**config.mk**
```make
export PLATFORM = sky130hd
export DESIGN_NAME = cc_seq
export DESIGN_NICKNAME = d
export VERILOG_FILES = /design/src/rtl/cc_seq_pkg.sv /design/src/rtl/cc_cmp_swap.sv /design/src/rtl/cc_seq.sv
export SDC_FILE = /design/constraint.sdc
export NUM_CORES = 1
export LEC_CHECK = 0
export BUFFER_PORTS_ARGS = -buffer_cell sky130_fd_sc_hd__buf_2
export CAP_MARGIN = 0
export CORE_ASPECT_RATIO = 1.75
export CORE_MARGIN = 1
export CORE_UTILIZATION = 60
export DETAILED_ROUTE_END_ITERATION = 8
export PLACE_DENSITY_LB_ADDON = 0.2
export REMOVE_ABC_BUFFERS = 1
export SLEW_MARGIN = 40
export SYNTH_ARGS = -nofsm -noshare
export SYNTH_HDL_FRONTEND = slang
export SYNTH_SLANG_ARGS = --single-unit
```
**constraint.sdc**
```tcl
create_clock -name clk -period 15.6 [get_ports clk]
set_input_delay 0.78 -clock clk [delete_from_list [all_inputs] [get_ports clk]]
set_output_delay 0.78 -clock clk [all_outputs]
set_load 0.005 [all_outputs]
```
**src/rtl/cc_seq_pkg.sv**
```systemverilog
// cc_seq_pkg: shared types and width helpers for the cc_seq frame sorter/evaluator.
// Contents: FSM state enum, in_opt bit indices, element/norm/product width functions.
package cc_seq_pkg;

    typedef enum logic [2:0] {S_IDLE, S_LOAD, S_SORT, S_NORM, S_EQ, S_OUT} state_t;

    localparam int OPT_SGN  = 0;
    localparam int OPT_DESC = 1;
    localparam int OPT_AVG  = 2;

    function automatic int elem_w(int dw);
        return dw + 1;
    endfunction

    function automatic int norm_w(int dw);
        return dw + 2;
    endfunction

    function automatic int prod_w(int dw);
        return 2 * (dw + 2) + 3;
    endfunction

endpackage

```
**src/rtl/cc_cmp_swap.sv**
```systemverilog
// cc_cmp_swap: one signed compare-exchange unit.
// Ports: a, b   - operands (W-bit two's complement)
//        desc   - 1: larger value goes to lo, 0: smaller value goes to lo
//        lo, hi - ordered outputs for the lower / higher element index
module cc_cmp_swap #(
    parameter int W = 5
) (
    input  logic [W-1:0] a,
    input  logic [W-1:0] b,
    input  logic         desc,
    output logic [W-1:0] lo,
    output logic [W-1:0] hi
);

    logic swap;

    always_comb begin
        swap = desc ? ($signed(a) < $signed(b)) : ($signed(a) > $signed(b));
        lo   = swap ? b : a;
        hi   = swap ? a : b;
    end

endmodule

```
**src/rtl/cc_seq.sv**
```systemverilog
// cc_seq: sequential frame sorter, normaliser and equation evaluator.
// Ports: clk, rst_n (async, active-low); in_valid/in_ready/in_data with in_opt/in_equ
//        sampled on the first element; out_valid/out_ready/out_n result; busy = not IDLE.
// Config: define CC_SEQ_SAT_EN to saturate the result to OUT_W bits, else it wraps.
module cc_seq
    import cc_seq_pkg::*;
#(
    parameter int NUM   = 6,
    parameter int DW    = 4,
    parameter int OUT_W = 10
) (
    input  logic             clk,
    input  logic             rst_n,
    input  logic             in_valid,
    output logic             in_ready,
    input  logic [DW-1:0]    in_data,
    input  logic [2:0]       in_opt,
    input  logic             in_equ,
    output logic             out_valid,
    input  logic             out_ready,
    output logic [OUT_W-1:0] out_n,
    output logic             busy
);

    localparam int EW   = elem_w(DW);
    localparam int NW   = norm_w(DW);
    localparam int PW   = prod_w(DW);
    localparam int CW   = $clog2(NUM);
    localparam int NH   = NUM / 2;
    localparam int MAXV = 2 ** (OUT_W - 1) - 1;
    localparam int MINV = -(2 ** (OUT_W - 1));

    state_t state, state_n;
    logic [CW-1:0] cnt;
    logic [2:0] opt;
    logic equ, acc, last, sgn;
    logic signed [EW-1:0] s [NUM];
    logic signed [EW-1:0] s_nx [NUM];
    logic [EW-1:0] lo [NH];
    logic [EW-1:0] hi [NH];
    logic signed [NW-1:0] nrm [NUM];
    logic signed [EW-1:0] elem, s0, sk;
    logic signed [NW-1:0] n0, prev, nk;
    logic signed [NW+1:0] ma_sum, ma_q;
    logic signed [PW-1:0] d1, p1, p0, full, prod;
    logic [OUT_W-1:0] res;

    assign acc  = in_valid && in_ready;
    assign last = cnt == CW'(NUM - 1);
    // Sign mode comes straight from the port on the first element, before it is latched.
    assign sgn  = (state == S_IDLE) ? in_opt[OPT_SGN] : opt[OPT_SGN];
    assign elem = sgn ? {in_data[DW-1], in_data} : {1'b0, in_data};

    always_ff @(posedge clk or negedge rst_n) begin
        if (!rst_n) state <= S_IDLE;
        else        state <= state_n;
    end

    always_comb begin
        state_n = state;
        busy    = state != S_IDLE;
        case (state)
            S_IDLE:  if (acc) state_n = S_LOAD;
            S_LOAD:  if (acc && last) state_n = S_SORT;
            S_SORT:  if (last) state_n = S_NORM;
            S_NORM:  if (last) state_n = S_EQ;
            S_EQ:    state_n = S_OUT;
            S_OUT:   if (out_valid && out_ready) state_n = S_IDLE;
            default: state_n = S_IDLE;
        endcase
    end

    // Units are shared between passes: even passes order (2i,2i+1), odd passes (2i+1,2i+2).
    for (genvar i = 0; i < NH; i++) begin : g_cs
        localparam int B = (2 * i + 2) % NUM;
        cc_cmp_swap #(.W(EW)) u_cs (
            .a   (cnt[0] ? s[2*i+1] : s[2*i]),
            .b   (cnt[0] ? s[B] : s[2*i+1]),
            .desc(opt[OPT_DESC]),
            .lo  (lo[i]),
            .hi  (hi[i])
        );
    end

    always_comb begin
        s_nx = s;
        for (int i = 0; i < NH; i++) begin
            if (!cnt[0]) begin
                s_nx[2*i]   = lo[i];
                s_nx[2*i+1] = hi[i];
            end else if (2 * i + 2 < NUM) begin
                s_nx[2*i+1]             = lo[i];
                s_nx[(2*i+2) % NUM]     = hi[i];
            end
        end
    end

    always_comb begin
        s0     = s[0];
        sk     = s[cnt];
        n0     = opt[OPT_AVG] ? NW'(s0) : '0;
        prev   = (cnt == CW'(1)) ? n0 : nrm[cnt - CW'(1)];
        ma_sum = ((NW+2)'(prev) <<< 1) + (NW+2)'(sk);
        ma_q   = ma_sum / (NW+2)'(3);
        nk     = opt[OPT_AVG] ? NW'(ma_q) : NW'(sk) - NW'(s0);
    end

    always_comb begin
        d1   = PW'(nrm[1]) - PW'(nrm[0]);
        p1   = d1 * PW'(nrm[NUM-1]);
        p0   = ((PW'(nrm[3]) + (PW'(nrm[4]) <<< 2)) * PW'(nrm[NUM-1])) / PW'(3);
        full = equ ? (p1[PW-1] ? -p1 : p1) : p0;
`ifdef CC_SEQ_SAT_EN
        res  = (int'(prod) > MAXV) ? OUT_W'(MAXV) : (int'(prod) < MINV) ? OUT_W'(MINV) : OUT_W'(prod);
`else
        res  = OUT_W'(prod);
`endif
    end

    always_ff @(posedge clk or negedge rst_n) begin
        if (!rst_n) begin
            cnt       <= '0;
            opt       <= '0;
            equ       <= 1'b0;
            prod      <= '0;
            in_ready  <= 1'b0;
            out_valid <= 1'b0;
            out_n     <= '0;
            for (int i = 0; i < NUM; i++) begin
                s[i]   <= '0;
                nrm[i] <= '0;
            end
        end else begin
            in_ready <= state_n == S_IDLE || state_n == S_LOAD;
            case (state)
                S_IDLE: if (acc) begin
                    s[0] <= elem;
                    opt  <= in_opt;
                    equ  <= in_equ;
                    cnt  <= CW'(1);
                end
                S_LOAD: if (acc) begin
                    s[cnt] <= elem;
                    cnt    <= last ? '0 : cnt + CW'(1);
                end
                S_SORT: begin
                    s   <= s_nx;
                    cnt <= last ? CW'(1) : cnt + CW'(1);
                end
                S_NORM: begin
                    nrm[cnt] <= nk;
                    if (cnt == CW'(1)) nrm[0] <= n0;
                    cnt <= last ? '0 : cnt + CW'(1);
                end
                S_EQ: prod <= full;
                S_OUT: begin
                    if (!out_valid) begin
                        out_valid <= 1'b1;
                        out_n     <= res;
                    end else if (out_ready) out_valid <= 1'b0;
                end
                default: ;
            endcase
        end
    end

endmodule

```
=== Word-level counts from Yosys, hierarchy flattened ===
Index checks and enable logic that the tools add are counted.

* Word-level logic and storage cells: 128
* Bits in registers: 98
* Input port bits: 12

* Reductions and logical operators: 17
* Add/sub/neg operators: 7
* Mux-type cells: 57
* Divide/modulo/power cells: 2
* Multiply operators: 2
* Order comparisons: 9
* Bitwise operators: 3
* Equal/unequal tests: 11

{| class="wikitable"
|+ Operators with widths
! operator !! count
|-
| 2-to-1 mux 5 bit || 21
|-
| case mux 25 bit (2 select lines) || 1
|-
| 2-to-1 mux 6 bit || 7
|-
| bitwise mux 36 bit || 1
|-
| bitwise mux 30 bit || 1
|-
| 2-to-1 mux 10 bit || 3
|-
| 2-to-1 mux 30 bit || 1
|-
| 2-to-1 mux 3 bit || 9
|-
| binary-select mux 6 bit (select 3 bit) || 1
|-
| demux 6 bit (select 3 bit) || 1
|-
| case mux 3 bit (6 select lines) || 1
|-
| binary-select mux 5 bit (select 3 bit) || 1
|-
| demux 5 bit (select 3 bit) || 1
|-
| divider 15 x 3 -> 15 bit, second input constant || 1
|-
| greater-than comparator 5 bit || 3
|-
| less-than comparator 5 bit || 3
|-
| multiplier 9 x 6 -> 15 bit || 1
|-
| case mux 5 bit (3 select lines) || 1
|-
| multiplier 7 x 6 -> 13 bit || 1
|-
| case mux 3 bit (4 select lines) || 1
|-
| negator 10 bit || 1
|-
| adder 6 x 8 -> 9 bit || 1
|-
| equality test 3 x 1 -> 1 bit, second input constant || 3
|-
| equality test 3 bit, second input constant || 3
|-
| other kinds (22) || 40
|}

=== Longest topological paths before layout ===
* Word-level depth: 11
* Mapped depth: 42

=== Cells and area by module ===
From an unflattened synthesis, not the netlist that was laid out.

* Cells, all modules: 1535
* Area total of the unflattened synthesis: 13395.3 µm²

{| class="wikitable"
|+ By module, submodules not included
! module !! area an instance (µm²) !! times used !! seq. area each (µm²) !! cells an instance
|-
| cc_seq || 12404.4 || 1 || 2452.4 || 1433
|-
| cc_cmp_swap || 330.3 || 3 || 0.0 || 34
|}

=== Least setup slack after synthesis ===
No wires, ideal clock.

* Path type: register to register
* Start: reg nrm[6] (netlist bit)
* End: reg prod[1]
* Path buffers: 2
* Cell stages (with the launch flop): 40
* Library setup time: 0.082 ns
* Data arrival time: 8.714 ns
* Required time: 15.518 ns
* Period minus slack after synthesis: 8.795 ns
* Setup slack: 6.805 ns
* Cell sequence: dfrtp_1 ha_1 fa_1 a21oi_1 nor2_1 nor2_1 nor2b_1 nor3_1 mux2_2 and2_1 inv_1 fa_1 fa_1 inv_1 fa_1 ha_1 ha_1 buf_2 [... 4 more ...] nor2_4 or4_4 and4_4 o311a_1 a31oi_2 nor3_4 a2111oi_2 a2111oi_1 a311oi_2 nor2_1 nand2_1 xnor2_1 ha_1 nor3b_1 nand3b_1 a21oi_1 o211ai_1 a31oi_1

* Longest elaborated chain between the ends: 4

{| class="wikitable"
|+ RTL lines
! element !! RTL line !! text
|-
| from (decl) || cc_seq.sv:41 || <nowiki>logic signed [NW-1:0] nrm [NUM];</nowiki>
|-
| from (signal, indexed assignment) || cc_seq.sv:151 || <nowiki>nrm[cnt] <= nk;</nowiki>
|-
| adder 6 x 8 -> 9 bit || cc_seq.sv:111 || <nowiki>p0 = ((PW'(nrm[3]) + (PW'(nrm[4]) <<< 2)) * PW'(nrm[NUM-1])) / PW'(3);</nowiki>
|-
| multiplier 9 x 6 -> 15 bit || cc_seq.sv:111 ||
|-
| divider 15 x 3 -> 15 bit || cc_seq.sv:111 ||
|-
| 2-to-1 mux 10 bit || cc_seq.sv:112 || <nowiki>full = equ ? (p1[PW-1] ? -p1 : p1) : p0;</nowiki>
|-
| to (signal assigned) || cc_seq.sv:155 || <nowiki>S_EQ: prod <= full;</nowiki>
|-
| to (decl) || cc_seq.sv:45 || <nowiki>logic signed [PW-1:0] d1, p1, p0, full, prod;</nowiki>
|}

No other way between the ends.
A chain may end at the register's enable or synchronous reset.

=== Final worst setup path ===
Same ends and word-level chain as after synthesis.

==> summary.txt <==
Summed negative setup slack over all endpoints: 0 ns
Antenna violations before repair: 0
# Max-Cap Violations: 0
Status: complete, no violations
Post-Synthesis Cells: 1564
Global-route usage over all layers: 33.3%
Final setup fails: 0
Clock period minus worst slack: 10.00 ns
Number of DRC violations after detailed-routing iteration 0: 781
Avg Synthesized Cell Area: 8.51 sq um
Number of port buffers: 24
Grt total ovfl: 0
Netlist cell types: 108
Die area: 22800 sq um
Number of non-filler instances in the completed layout: 1847
Kind of end point of the critical path: flip-flop
Count of filler cells inserted in the layout: 1883
Num CTS Buffers: 9
Critical path fanouts, max: 13
Total non-filler cell area in the finished layout: 14000 sq um
Fin nets: 1732
Worst hold path class: in -> async
Remaining DRCs: 0
Total detailed-routing wirelength: 35900 um
Proportion of synthesized flip-flops having asynchronous set or reset: 100%
Placer congestion estimate: 0.940
Average routed wire per standard cell: 19.4 um
Resized cells post-CTS: 0
Pin count of the biggest net entering global routing: 63
Die height: 199 um
Post-route clock period utilization: 64.1%
Number of global-route vias before repair: 12235
Via count: 11774
Insertion delay to the later sink of the worst-skew pair: 0.37 ns
Number of placed I/O pins: 25
Count of state elements after synthesis: 98
Worst-path cell with the longest stage delay: sky130_fd_sc_hd__fa_1
Proportion of layout cells with a drive suffix above 1: 10.5%
TritonCTS clock tree: yes
Setup repair after global routing missed its margin: false
Quantity of hold-fixing buffers added after cts: 0
Floorplan Core Area: 21600 sq um
Placed Instances: 1831
Count of buffers added by post-CTS timing repair for setup: 0
Effective utilization at floorplan: 61.6%
Relative slew margins: 40.2%
Most frequently used flop master after synthesis: sky130_fd_sc_hd__dfrtp_1
Actual transition at the worst max-transition pin: 0.890 ns
Dpl hpwl: 28400 um
First-pass GRT wire length: 59600 um
Site row count: 71
Post-route ant nets: 0
Max H-tree Level: 3
Placed cell area: 13600 sq um
CP arrival: 10.29 ns
Required @ worst endpoint: 15.89 ns
Fin Clk Skew: 0.0142 ns
Detailed-routing iteration count for the pre-antenna-repair pass: 5
Post-CTS clock slew at the launch and capture registers of the worst setup and hold paths: 0.08 ns
Average vias per placed instance: 6.37
Number of clock sinks seen by CTS: 98
Setup CP Type: reg -> reg
Root buf cell: sky130_fd_sc_hd__clkbuf_16
X dimension of the die: 115 um
Number of antenna diodes: 0
Total of warnings raised by yosys: 0
Crit start category: flip-flop
Maximum single-stage delay on the critical path: 0.61 ns
Cell area after synthesis: 13300 sq um
Number of flops mapped to enable cells by yosys: 0
Sequential fraction of the synthesis area: 18.4%
Clock buffer depth: 2
Endpoints failing hold: 0
Achievable clock frequency: 100 MHz
Area Overhead vs Synth: 4.97%
Number of max-slew violations in the final report: 0
[path summary, 6_finish.rpt]
kind                                           from                  end  slack, ns  depth (start not counted)
worst max-delay path             nrm[6]$_DFFE_PN0P_  prod[1]$_DFFE_PN0N_       5.60                         37
worst min-delay path                          rst_n     s[7]$_DFFE_PN0P_       0.37                          1
worst max register to register   nrm[6]$_DFFE_PN0P_  prod[1]$_DFFE_PN0N_       5.60                         37
worst min register to register  prod[8]$_DFFE_PN0N_  prod[8]$_DFFE_PN0N_       0.47                          2
max in group asynchronous                     rst_n  nrm[29]$_DFFE_PN0P_      14.26                          2
min in group clk                prod[8]$_DFFE_PN0N_  prod[8]$_DFFE_PN0N_       0.47                          2
[stage by stage]
stage                     util (%)  hold slack, ns  setup WS, ns
after global routing          64.7           0.405          4.91
after detailed placement      63.2           0.459          5.69
after floorplan                  -           0.433          6.57
final                         64.7           0.365          5.60
after global placement        63.1           0.459          5.86
after CTS                     64.5           0.380          5.66
[registers in the layout, summed over array words and instances, names as in the netlist]
register / flops
opt: 3
s: 25
cnt: 3
in_ready: 1
state: 3
out_n: 10
nrm: 36
s0: 5
prod: 10
equ: 1
out_valid: 1
[critical path, delay by kind of cell, from the launching register on]
family	cells	cell delay (ns)
flip-flops	1	0.40
XOR/XNOR	1	0.12
AND/OR/NAND/NOR	13	2.83
multiplexers	1	0.22
buffers and inverters	2	0.12
adder cells (fa/ha/maj)	8	3.28
AO/OA/AOI/OAI	12	2.98
[cell usage after synthesis, types with 11 or more instances]
master | count | area share (%)
sky130_fd_sc_hd__nor2_1 | 118 | 3.3
sky130_fd_sc_hd__xnor2_1 | 65 | 4.3
sky130_fd_sc_hd__a31oi_1 | 19 | 0.89
sky130_fd_sc_hd__o21ai_1 | 11 | 0.41
sky130_fd_sc_hd__and2_1 | 57 | 2.7
sky130_fd_sc_hd__a21o_1 | 15 | 0.85
sky130_fd_sc_hd__nor3_1 | 27 | 1.0
sky130_fd_sc_hd__dfrtp_1 | 98 | 18
sky130_fd_sc_hd__fa_1 | 72 | 11
sky130_fd_sc_hd__mux2_2 | 43 | 3.6
sky130_fd_sc_hd__xor2_1 | 22 | 1.4
sky130_fd_sc_hd__ha_1 | 98 | 9.2
sky130_fd_sc_hd__a21oi_1 | 89 | 3.3
sky130_fd_sc_hd__mux2i_1 | 41 | 3.1
sky130_fd_sc_hd__nor2b_1 | 32 | 1.5
sky130_fd_sc_hd__o31ai_1 | 12 | 0.68
sky130_fd_sc_hd__o211ai_1 | 16 | 0.90
sky130_fd_sc_hd__o21ai_0 | 93 | 3.5
sky130_fd_sc_hd__a211oi_1 | 16 | 0.90
sky130_fd_sc_hd__nand2b_1 | 23 | 1.1
sky130_fd_sc_hd__a22o_1 | 12 | 0.79
sky130_fd_sc_hd__nand3_1 | 19 | 0.71
sky130_fd_sc_hd__nand2_1 | 158 | 4.5
sky130_fd_sc_hd__inv_1 | 123 | 3.5
sky130_fd_sc_hd__clkbuf_1 | 39 | 1.1
sky130_fd_sc_hd__and3_1 | 11 | 0.52
[cells in the final DEF, fill, tap and decap left out, drive strengths merged, types with 9 or more instances in the layout]
cell type    n
a211o       11
nand2b      23
o21a        11
nor3        32
nor2       120
nor2b       32
o22ai        9
a22o        12
nand2      159
o21ai      107
a21o        15
inv        127
a31oi       21
and2        58
xnor2       68
fa          72
dfrtp       98
a211oi      19
xor2        24
buf         33
a21oi       94
nor4        13
mux2i       41
o31ai       12
ha          98
nand3       19
and3        11
o311ai       9
o211ai      18
mux2        44
clkbuf       9
o21bai      10
[cell type report]
cell class	instances	area [sq um]	share of cell area, %
Clock buffer	9	225	1.61
Inverter	124	465	3.33
Multi-Input combinational cell	1284	10200	73.0
Tap cell	292	365	2.62
Sequential cell	98	2450	17.6
Timing Repair Buffer	33	198	1.42
Clock inverter	7	58.8	0.421
[per-layer routing]
metal	track usage [%]	vias to the layer above	part of all wire [%]
met5	0	-	0
met4	23.9	0	7.4
met3	2.89	158	2.9
met2	64.5	341	55
met1	32.4	5735	34
li1	-	5540	-
[logic make-up (layout without fill, tap and decap cells)]
| kind of cell | after synthesis | count (layout) | share of synthesized area, % |
|---|---|---|---|
| and+or+nand+nor | 504 | 504 | 19.0 |
| AOI/OAI and AO/OA | 425 | 425 | 22.6 |
| buffers and inverters | 182 | 173 | 5.36 |
| adders and majority gates | 170 | 170 | 20.1 |
| DFF | 98 | 98 | 18.4 |
| xor gates and xnor gates | 93 | 93 | 6.51 |
| muxes | 92 | 92 | 7.99 |
Power is left out: the tool's default activity adds up to more than one toggle a clock period on the data nets, which glitch-free logic cannot reach.
